File: src/rtl/nzc_pkg.sv
// Shared constants for the Zadoff-Chu length selector: the ascending prime
// table, the reciprocal rule used to build PREC, and the FSM state encoding.
package nzc_pkg;

  localparam int N_PRIMES = 27;
  localparam int PRIME_W  = 10;

  localparam logic [PRIME_W-1:0] PRIME [N_PRIMES] = '{
    10'd31,  10'd47,  10'd53,  10'd59,  10'd71,  10'd89,  10'd107, 10'd113,
    10'd139, 10'd149, 10'd157, 10'd179, 10'd191, 10'd211, 10'd239, 10'd269,
    10'd283, 10'd293, 10'd317, 10'd359, 10'd383, 10'd431, 10'd449, 10'd479,
    10'd523, 10'd571, 10'd599
  };

  typedef enum logic [1:0] {
    ST_IDLE   = 2'd0,
    ST_SEARCH = 2'd1,
    ST_DONE   = 2'd2
  } state_t;

  // PREC[i] = ceil(2^(rec_w+4) / PRIME[i]); only ever called with constants.
  function automatic logic [63:0] prec_of(input logic [PRIME_W-1:0] p, input int rec_w);
    logic [63:0] num;
    num = 64'd1 << (rec_w + 4);
    return (num + 64'(p) - 64'd1) / 64'(p);
  endfunction

endpackage

File: src/rtl/nzc_search_if.sv
// Request/result bundle between the DMRS parameter front end and nzc_search.
interface nzc_search_if #(
  parameter int MZC_W = 11,
  parameter int REC_W = 30,
  parameter int IDX_W = 5
);
  // Both channels are valid/ready: a transfer happens on a clock edge where
  // valid and ready are both high; the source holds its payload while valid
  // is high and ready is low, and ready never depends on valid.
  logic             in_valid;
  logic             in_ready;
  logic [MZC_W-1:0] mzc;
  logic             strict;
  logic             out_valid;
  logic             out_ready;
  logic [MZC_W-1:0] nzc;
  logic [REC_W-1:0] nzc_rec;
  logic [IDX_W-1:0] idx;
  logic             err;

  modport master (
    output in_valid, mzc, strict, out_ready,
    input  in_ready, out_valid, nzc, nzc_rec, idx, err
  );

  modport slave (
    input  in_valid, mzc, strict, out_ready,
    output in_ready, out_valid, nzc, nzc_rec, idx, err
  );
endinterface

File: src/rtl/nzc_rom.sv
// Combinational prime/reciprocal lookup with two read ports: one for the
// per-step trial compare and one for fetching the final result.
module nzc_rom
  import nzc_pkg::*;
#(
  parameter int AW    = 5,
  parameter int REC_W = 30
) (
  input  logic [AW-1:0]      cmp_addr,
  output logic [PRIME_W-1:0] cmp_prime,
  input  logic [AW-1:0]      fetch_addr,
  output logic [PRIME_W-1:0] fetch_prime,
  output logic [REC_W-1:0]   fetch_rec
);

  logic [REC_W-1:0] rec_tab [N_PRIMES];

  for (genvar i = 0; i < N_PRIMES; i++) begin : g_rec
    assign rec_tab[i] = REC_W'(prec_of(PRIME[i], REC_W));
  end

  // Out-of-range addresses read as zero so callers need no extra guard.
  always_comb begin
    cmp_prime   = '0;
    fetch_prime = '0;
    fetch_rec   = '0;
    if (int'(cmp_addr) < N_PRIMES) begin
      cmp_prime = PRIME[cmp_addr];
    end
    if (int'(fetch_addr) < N_PRIMES) begin
      fetch_prime = PRIME[fetch_addr];
      fetch_rec   = rec_tab[fetch_addr];
    end
  end

endmodule

File: src/rtl/nzc_search.sv
// Fixed-latency binary search over the prime table: picks the largest prime
// below (strict) or not above mzc and returns it with reciprocal and index.
module nzc_search
  import nzc_pkg::*;
#(
  parameter int MZC_W = 11,
  parameter int REC_W = 30
) (
  input  logic         clk,
  input  logic         rst,
  nzc_search_if.slave  bus,
  output state_t       dbg_state
);

  localparam int IDX_W = $clog2(N_PRIMES);
  localparam int STEPS = $clog2(N_PRIMES + 1);
  localparam int CW    = STEPS;
  localparam int BW    = (STEPS > 1) ? $clog2(STEPS) : 1;

  state_t           state_q, state_d;
  logic [MZC_W-1:0] mzc_q;
  logic             strict_q;
  logic [CW-1:0]    c_q, c_d;
  logic [BW-1:0]    b_q, b_d;
  logic             accept, load;

  logic [CW-1:0]      trial, c_step, cmp_addr, fetch_addr;
  logic               trial_in, hit;
  logic [PRIME_W-1:0] cmp_prime, fetch_prime;
  logic [REC_W-1:0]   fetch_rec;
  logic [MZC_W-1:0]   p_ext;

  logic [MZC_W-1:0] nzc_q;
  logic [REC_W-1:0] rec_q;
  logic [IDX_W-1:0] idx_q;
  logic             err_q;

  nzc_rom #(.AW(CW), .REC_W(REC_W)) u_rom (
    .cmp_addr    (cmp_addr),
    .cmp_prime   (cmp_prime),
    .fetch_addr  (fetch_addr),
    .fetch_prime (fetch_prime),
    .fetch_rec   (fetch_rec)
  );

  // One search step: try setting bit b of the count; keep it if the prime at
  // that 1-based position still satisfies the condition.
  always_comb begin
    trial    = c_q | (CW'(1) << b_q);
    trial_in = int'(trial) <= N_PRIMES;
    cmp_addr = trial_in ? trial - CW'(1) : '0;
    p_ext    = MZC_W'(cmp_prime);
    hit      = trial_in && (strict_q ? (p_ext < mzc_q) : (p_ext <= mzc_q));
    c_step   = hit ? trial : c_q;
    // c_step == 0 wraps to an out-of-range address, which the ROM reads as 0.
    fetch_addr = c_step - CW'(1);
  end

  always_comb begin
    state_d = state_q;
    c_d     = c_q;
    b_d     = b_q;
    accept  = 1'b0;
    load    = 1'b0;
    case (state_q)
      ST_IDLE: begin
        if (bus.in_valid) begin
          accept  = 1'b1;
          c_d     = '0;
          b_d     = BW'(STEPS - 1);
          state_d = ST_SEARCH;
        end
      end
      ST_SEARCH: begin
        c_d = c_step;
        b_d = b_q - BW'(1);
        if (b_q == '0) begin
          load    = 1'b1;
          state_d = ST_DONE;
        end
      end
      ST_DONE: begin
        if (bus.out_ready) state_d = ST_IDLE;
      end
      default: state_d = ST_IDLE;
    endcase
  end

  always_ff @(posedge clk) begin
    if (rst) begin
      state_q  <= ST_IDLE;
      mzc_q    <= '0;
      strict_q <= 1'b0;
      c_q      <= '0;
      b_q      <= '0;
    end else begin
      state_q <= state_d;
      c_q     <= c_d;
      b_q     <= b_d;
      if (accept) begin
        mzc_q    <= bus.mzc;
        strict_q <= bus.strict;
      end
    end
  end

  always_ff @(posedge clk) begin
    if (rst) begin
      nzc_q <= '0;
      rec_q <= '0;
      idx_q <= '0;
      err_q <= 1'b0;
    end else if (load) begin
      if (c_step == '0) begin
        nzc_q <= '0;
        rec_q <= '0;
        idx_q <= '0;
        err_q <= 1'b1;
      end else begin
        nzc_q <= MZC_W'(fetch_prime);
        rec_q <= fetch_rec;
        idx_q <= IDX_W'(c_step - CW'(1));
        err_q <= 1'b0;
      end
    end
  end

  assign bus.in_ready  = (state_q == ST_IDLE);
  assign bus.out_valid = (state_q == ST_DONE);
  assign bus.nzc       = nzc_q;
  assign bus.nzc_rec   = rec_q;
  assign bus.idx       = idx_q;
  assign bus.err       = err_q;
  assign dbg_state     = state_q;

endmodule

File: src/flat_wrapper.sv
// flat-port wrapper written by rule: the top's interface ports become plain ports
module nzc_search_flat import nzc_pkg::*;
#(
  parameter int MZC_W = 11,
  parameter int REC_W = 30
)
  (clk, rst, dbg_state, bus_in_valid, bus_mzc, bus_strict, bus_out_ready, bus_in_ready, bus_out_valid, bus_nzc, bus_nzc_rec, bus_idx, bus_err);
  nzc_search_if #(.MZC_W(MZC_W), .REC_W(REC_W), .IDX_W(5)) bus_i ();
  input  logic clk;
  input  logic rst;
  output state_t dbg_state;
  input wire logic [$bits(bus_i.in_valid)-1:0] bus_in_valid;
  input wire logic [$bits(bus_i.mzc)-1:0] bus_mzc;
  input wire logic [$bits(bus_i.strict)-1:0] bus_strict;
  input wire logic [$bits(bus_i.out_ready)-1:0] bus_out_ready;
  output wire logic [$bits(bus_i.in_ready)-1:0] bus_in_ready;
  output wire logic [$bits(bus_i.out_valid)-1:0] bus_out_valid;
  output wire logic [$bits(bus_i.nzc)-1:0] bus_nzc;
  output wire logic [$bits(bus_i.nzc_rec)-1:0] bus_nzc_rec;
  output wire logic [$bits(bus_i.idx)-1:0] bus_idx;
  output wire logic [$bits(bus_i.err)-1:0] bus_err;
  assign bus_i.in_valid = bus_in_valid;
  assign bus_i.mzc = bus_mzc;
  assign bus_i.strict = bus_strict;
  assign bus_i.out_ready = bus_out_ready;
  assign bus_in_ready = bus_i.in_ready;
  assign bus_out_valid = bus_i.out_valid;
  assign bus_nzc = bus_i.nzc;
  assign bus_nzc_rec = bus_i.nzc_rec;
  assign bus_idx = bus_i.idx;
  assign bus_err = bus_i.err;
  nzc_search #(.MZC_W(MZC_W), .REC_W(REC_W)) u_core (.clk(clk), .rst(rst), .bus(bus_i), .dbg_state(dbg_state));
endmodule
File: config.mk
export PLATFORM = sky130hd
export DESIGN_NAME = nzc_search_flat
export DESIGN_NICKNAME = d
export VERILOG_FILES = /design/src/rtl/nzc_pkg.sv /design/src/rtl/nzc_search_if.sv /design/src/rtl/nzc_rom.sv /design/src/rtl/nzc_search.sv /design/src/flat_wrapper.sv
export SDC_FILE = /design/constraint.sdc
export NUM_CORES = 1
export LEC_CHECK = 0
export CAP_MARGIN = 10
export CORE_MARGIN = 3
export CORE_UTILIZATION = 34
export DETAILED_ROUTE_END_ITERATION = 16
export SETUP_SLACK_MARGIN = 0.5
export SLEW_MARGIN = 10
export SYNTH_ARGS = -nofsm -noshare
export SYNTH_HDL_FRONTEND = slang
export SYNTH_HIERARCHICAL = 1
export SYNTH_SLANG_ARGS = --single-unit
File: constraint.sdc
create_clock -name clk -period 11.9 [get_ports clk]
set_input_delay 1.19 -clock clk [delete_from_list [all_inputs] [get_ports clk]]
set_output_delay 1.19 -clock clk [all_outputs]
set_load 0.02 [all_outputs]
-- Word-level counts from Yosys, hierarchy flattened
Memories as Yosys holds them, arrays and structs flattened.
Cells that the tools add are included.
- register bits after elaboration: 69
- latch bits: 0
- memory bits (writable): 0
- ROM bits: 1600
- output and inout port bits: 51
- memories: 3
- $add $sub $neg: 3
- multiply operators: 0
- div/mod/pow operators: 0
- order comparisons: 7
- equal/unequal tests: 5
- shift-type cells: 1
- mux-type cells: 28
- bitwise gates (word level): 3
- reduce and logical (&&, ||, !) cells: 7
- memory list (memory ; words ; width ; rd ports ; clocked after memory_dff ; wr ports ; RTL line ; source):
    (name not given) ; 32 ; 30 ; 1 ; 0 ; 0 ; nzc_rom.sv:32 ; fetch_rec = rec_tab[fetch_addr];
    (name not given) ; 32 ; 10 ; 1 ; 0 ; 0 ; nzc_rom.sv:31 ; fetch_prime = PRIME[fetch_addr];
    (name not given) ; 32 ; 10 ; 1 ; 0 ; 0 ; nzc_rom.sv:28 ; cmp_prime = PRIME[cmp_addr];
- operators by type and width (cell ; number):
    $mux 30 ; 4
    $mux 10 ; 7
    $mux 5 ; 4
    $ge 6x6->1 const B ; 2
    $not 5->6 ; 2
    $le 10x11->1 ; 1
    $lt 10x11->1 ; 1
    $lt 5x5->1 const B ; 2
    $pmux 5 s2 ; 1
    $sub 5x1->5 const B ; 2
    $mux 1 ; 6
    $mux 2 ; 3
    $pmux 2 s3 ; 1
    $pmux 3 s2 ; 1
    $le 5x5->1 const B ; 1
    $logic_not 5->1 ; 1
    $or 5x5->5 ; 1
    $shl 1x3->5 const A ; 1
    $ne 2x2->1 const B ; 2
    $logic_not 3->1 ; 1
    $mux 3 ; 1
    $reduce_and 3->1 ; 1
    $sub 3x1->3 const B ; 1
    $eq 2x1->1 const B ; 1
    6 further kinds ; 6

-- Longest topological paths before layout
- depth in word-level cells: 20
- depth in mapped cells: 34
- depth with buffers taken out: 33

-- Hierarchy
Netlist, hierarchy kept.
- modules (own cells, without submodules) (module ; instances ; cells each ; area an instance (um^2) ; sequential area each (um^2)):
    nzc_search ; 1 ; 362 ; 3135.5 ; 1361.3
    nzc_rom ; 1 ; 309 ; 2123.3 ; 0.0

-- Worst setup path before layout
Ideal clock, no wire load.
- path kind: register -> register
- start point: register u_core.b_q[0]
- end point: register u_core.nzc_q[1] (netlist: u_core/bus.nzc[1])
- setup time: 0.065 ns
- arrival time: 6.773 ns
- setup slack: 5.062 ns
- stages on the path, launching flop included: 32
- path buffers: 1
- cell sequence: dfxtp_1 -> inv_1 -> ha_1 -> and2b_1 -> nor2_1 -> inv_1 -> ha_1 -> and2b_1 -> o32ai_2 -> a21oi_4 -> nor2_1 -> inv_1 -> ha_1 -> inv_1 -> mux4_2 -> a221oi_1 -> ha_1 -> nand4b_1 -> nor3_1 -> a211oi_2 -> o21ai_2 -> and2_1 -> a21oi_2 -> ha_1 -> inv_1 -> inv_2 -> ha_1 -> clkbuf_1 -> mux4_2 -> a211oi_1 -> a22oi_1 -> nor2_1
- cells in the longest elaborated chain, start to end: 20
- elaborated cells on any way between the ends: 28
- classes of those cells: add/sub: 2; order compare: 5; shift: 1; mux: 12; bitwise: 3; reduce/logical: 3; memory: 2
- RTL lines (what ; RTL line ; source):
    from (decl) ; nzc_search.sv:24 ; logic [BW-1:0] b_q, b_d;
    from (signal assigned) ; nzc_search.sv:95 ; b_q <= '0;
    from (signal assigned) ; nzc_search.sv:99 ; b_q <= b_d;
    $shl 1x3->5 * ; nzc_search.sv:49 ; trial = c_q | (CW'(1) << b_q);
    $or 5x5->5 * ; nzc_search.sv:49 ;
    $sub 5x1->5 / $le 5x5->1 (equally long branches) ; nzc_search.sv:51, nzc_search.sv:50 ;
    $mux 5 * ; nzc_search.sv:51 ; cmp_addr = trial_in ? trial - CW'(1) : '0;
    named net u_core.cmp_addr[0] ; nzc_search.sv:27 ; logic [CW-1:0] trial, c_step, cmp_addr, fetch_addr;
    $not 5->6 (not written as such) ; nzc_rom.sv:28 ;
    $mem_v2 32x10 ; -- ;
    $mux 10 (not written as such) (2 in a row) ; nzc_rom.sv:28 ;
    (+1 left out) ; -- ;
    named net u_core.cmp_prime[2] ; nzc_search.sv:29 ; logic [PRIME_W-1:0] cmp_prime, fetch_prime;
    (+4 left out) ; -- ;
    $sub 5x1->5 * ; nzc_search.sv:56 ; fetch_addr = c_step - CW'(1);
    named net u_core.fetch_addr[0] ; nzc_search.sv:27 ;
    $not 5->6 (not written as such) ; nzc_rom.sv:31 ;
    $mem_v2 32x10 ; -- ;
    $mux 10 (not written as such) (2 in a row) ; nzc_rom.sv:31 ;
    $mux 10 * ; nzc_rom.sv:30 ; if (int'(fetch_addr) < N_PRIMES) begin
    named net u_core.fetch_prime[1] ; nzc_search.sv:29 ;
    $mux 10 * ; nzc_search.sv:114 ; if (c_step == '0) begin
    to (signal assigned) ; nzc_search.sv:120 ; nzc_q <= MZC_W'(fetch_prime);
    to (decl) ; nzc_search.sv:33 ; logic [MZC_W-1:0] nzc_q;
The timed path passes the listed nets; every way through them passes the cells marked *. The select of a mux whose other input is x is not followed.
A chain may end at the register's enable or synchronous reset.

-- Worst setup path in the final report
- start point: register u_core.b_q[0]
- end point: register u_core.rec_q[22] (netlist: u_core/bus.nzc_rec[22])
- cells in the longest elaborated chain, start to end: 20
- elaborated cells on any way between the ends: 28
- classes of those cells: add/sub: 2; order compare: 5; shift: 1; mux: 12; bitwise: 3; reduce/logical: 3; memory: 2
- RTL lines (what ; RTL line ; source):
    $shl 1x3->5 * ; nzc_search.sv:49 ;
    $or 5x5->5 * ; nzc_search.sv:49 ;
    $sub 5x1->5 / $le 5x5->1 (equally long branches) ; nzc_search.sv:51, nzc_search.sv:50 ;
    $mux 5 * ; nzc_search.sv:51 ;
    named net u_core.cmp_addr[0] ; nzc_search.sv:27 ;
    $not 5->6 (not written as such) ; nzc_rom.sv:28 ;
    $mem_v2 32x10 ; -- ;
    $mux 10 (not written as such) (2 in a row) ; nzc_rom.sv:28 ;
    (+1 left out) ; -- ;
    named net u_core.cmp_prime[2] ; nzc_search.sv:29 ;
    (+4 left out) ; -- ;
    $sub 5x1->5 * ; nzc_search.sv:56 ;
    named net u_core.fetch_addr[0] ; nzc_search.sv:27 ;
    $not 5->6 (not written as such) ; nzc_rom.sv:32 ;
    $mem_v2 32x30 ; -- ;
    $mux 30 (not written as such) (2 in a row) ; nzc_rom.sv:32 ;
    $mux 30 * ; nzc_rom.sv:30 ;
    named net u_core.fetch_rec[22] ; nzc_search.sv:30 ; logic [REC_W-1:0] fetch_rec;
    $mux 30 * ; nzc_search.sv:114 ;
    to (signal assigned) ; nzc_search.sv:121 ; rec_q <= fetch_rec;
    to (decl) ; nzc_search.sv:34 ; logic [REC_W-1:0] rec_q;
Marks and branches as above.

==> run metrics <==
Worst EP arrival 8.93 ns; Post-CTS Setup Repair Bufs 0; io pins 67; Port Buffer Count 65; final net count 750; Netlist cell types 79; CP max FO 31; non-filler cells, final 888; core box area 14810 sq um; Num CTS Buffers 9; Clock Sinks 68; Rows 44; sequential standard cell area approximately 1400 sq um; Slew Limit Headroom 0.2473; dpl cells 871; H-Tree Depth 3; Iter 0 DRT Violations between 500 and 600; critical path endpoint category flop; biggest area consumer among synthesized cells dfxtp_1; Required @ worst endpoint about 12 ns; CTS resizes 0; Mapped Area around 5300 sq um; Post-synth EDFFs 0; syn nets between 700 and 800; largest net degree at the start of global routing 69; Die Height 130.4 um; Layout fillers between 1000 and 1500; asr flop ratio synth 0; most instantiated library cell after synthesis nor2_1; first-pass GRT wire length 25.85 mm; Final Max Slew Viols 0; Clock Latency Late Sink roughly 0.34 ns; warnings from Yosys 6; ant diodes 0; cts hold-fix bufs 0; worst-margin pin slew approximately 1.1 ns; initial antenna violation count 0; Synth Instances 671; Hold Fails Final Rpt 0; RSZ-0062 raised after global routing no; post-route ant nets 0; number of global-route vias before repair approximately 5000; slowest stage delay, CP 0.61 ns; GR Overflow Total 0; synth-to-layout area growth 18.39%; syn avg cell area 7.837 sq um; drt total wl between 15 and 20 mm; Yosys top cell area share 0.2589; Detailed Routing Iterations Pass 1 6; CTS tree built; crit path time final 8.658 ns; final core occ 0.4204; startpoint types flop; Post-route DRC 0; clock skew 0.006948 ns; Max Cap Viol 0; Setup TNS 0 ns; Chip Width 130.4 um; layout cells sized above 1 0.08381; routability cong. 0.9427; final cycle utilization of the critical path 0.7275; GRT Overall Usage 0.1898; Synth Flop Type dfxtp_1; highest clock rate 115.5 MHz; DP Wirelength approximately 11 mm; clock-pin slew on the worst setup and hold paths 0.06 ns; Root Driver clkbuf_16; Die Area between 15000 and 20000 sq um; Critical-path top delay cell inv_1; Seq/Total Area, Yosys 0.2589; Via-to-Cell Ratio 5.856; kind of critical path flop to flop; synth top area cells dfxtp_1 26%, ha_1 8.3%, a22oi_1 6.1%; setup violators final 0; Routed wire per std cell 18.27 um; status completed; Multi-input gate area 3462 sq um; Starting Density 0.3551; Max clock buf depth 2; Worst Hold Class flop to flop; Yosys reg bits 68; commonest cells in the netlist 70 x nor2_1, 68 x dfxtp_1, 57 x nand2_1; routed vias 5200
==> through the flow <==
step | cell area, sq um | hold WS, ns | setup slack [ns]
6_report | 6226 | 0.4529 | 3.242
5_1_grt | 6226 | 0.4685 | 2.417
4_1_cts | 6215 | 0.4549 | 3.373
3_5_place_dp | 5913 | 0.4463 | 3.388
3_3_place_gp | 5913 | 0.4441 | 3.694
2_1_floorplan | 5259 | 0.4311 | 5.062
==> state kept, by name, summed over array words and instances, names as in the netlist, 2 cells and up <==
name / count
u_core/bus.nzc: 10
u_core/c_q: 5
u_core/dbg_state: 2
u_core/bus.idx: 5
u_core/b_q: 3
u_core/mzc_q: 11
u_core/bus.nzc_rec: 30
==> cell type report <==
| class | instances | share of cell area |
|---|---|---|
| Tap cell | 184 | 0.03698 |
| Sequential cell | 68 | 0.2187 |
| Multi-Input combinational cell | 506 | 0.5561 |
| Clock inverter | 7 | 0.01226 |
| Timing Repair Buffer | 75 | 0.1164 |
| Clock buffer | 9 | 0.03617 |
| Inverter | 39 | 0.02351 |
==> worst max-delay path, delay by kind of cell (launching register included) <==
family | cells | cell delay (ns)
AND/OR/NAND/NOR | 11 | 2.32
buffers and inverters | 7 | 1.87
flip-flops | 1 | 0.34
adder cells (fa/ha/maj) | 5 | 1.39
AO/OA/AOI/OAI | 10 | 2.19
multiplexers | 1 | 0.45
==> placed cells by master, fill, tap and decap left out, types with 3 or more instances in the layout <==
master           count
a211oi_1            17
a21o_1              11
a21oi_1             48
a221oi_1            10
a22o_1               3
a22oi_1             43
a31oi_1             10
and2_1               6
and2b_1              4
and3b_1              3
buf_4                9
clkbuf_16            9
clkdlybuf4s50_1     64
dfxtp_1             68
ha_1                35
inv_1               33
inv_2                6
mux2i_1              4
mux4_2               7
nand2_1             57
nand2b_1            19
nand3_1              9
nor2_1              70
nor2b_1             23
nor3_1              15
nor3b_1              3
o211ai_1             8
o21a_1               4
o21ai_0             18
o31ai_1              7
o32ai_1              4
or3_1                5
==> worst paths after layout <==
| check | endpoint | cells past startpoint | slack, ns | from |
|---|---|---|---|---|
| worst max-delay path | u_core/bus.nzc_rec[22] | 34 | 3.24 | u_core/b_q[0] |
| worst min-delay path | u_core/mzc_q[3] | 2 | 0.45 | u_core/mzc_q[3] |
| worst max register to register | u_core/bus.nzc_rec[22] | 34 | 3.24 | u_core/b_q[0] |
| worst min register to register | u_core/mzc_q[3] | 2 | 0.45 | u_core/mzc_q[3] |
==> kinds of logic (layout without fill, tap and decap cells) <==
| group | count (synthesis) | in the layout | share of synthesized area |
|---|---|---|---|
| AOI/OAI and AO/OA | 222 | 222 | 0.3043 |
| xor gates and xnor gates | 5 | 5 | 0.008327 |
| muxes | 14 | 14 | 0.04402 |
| adders and majority gates | 35 | 35 | 0.08327 |
| and+or+nand+nor | 229 | 229 | 0.2148 |
| DFF | 68 | 68 | 0.2589 |
| other | 1 | 1 | 0.0007131 |
| buffers and inverters | 97 | 130 | 0.08565 |
==> layer usage <==
metal / wire length [um] / GRT usage / part of all wire
met1: 6739 / 0.2359 / 0.42
met2: 8089 / 0.3202 / 0.50
met3: 776 / 0.03275 / 0.048
met4: 619 / 0.08772 / 0.038
met5: 0 / 0 / 0
Power is not shown: default switching activity piles up to over one toggle a cycle in this logic, so the estimate is an artifact.
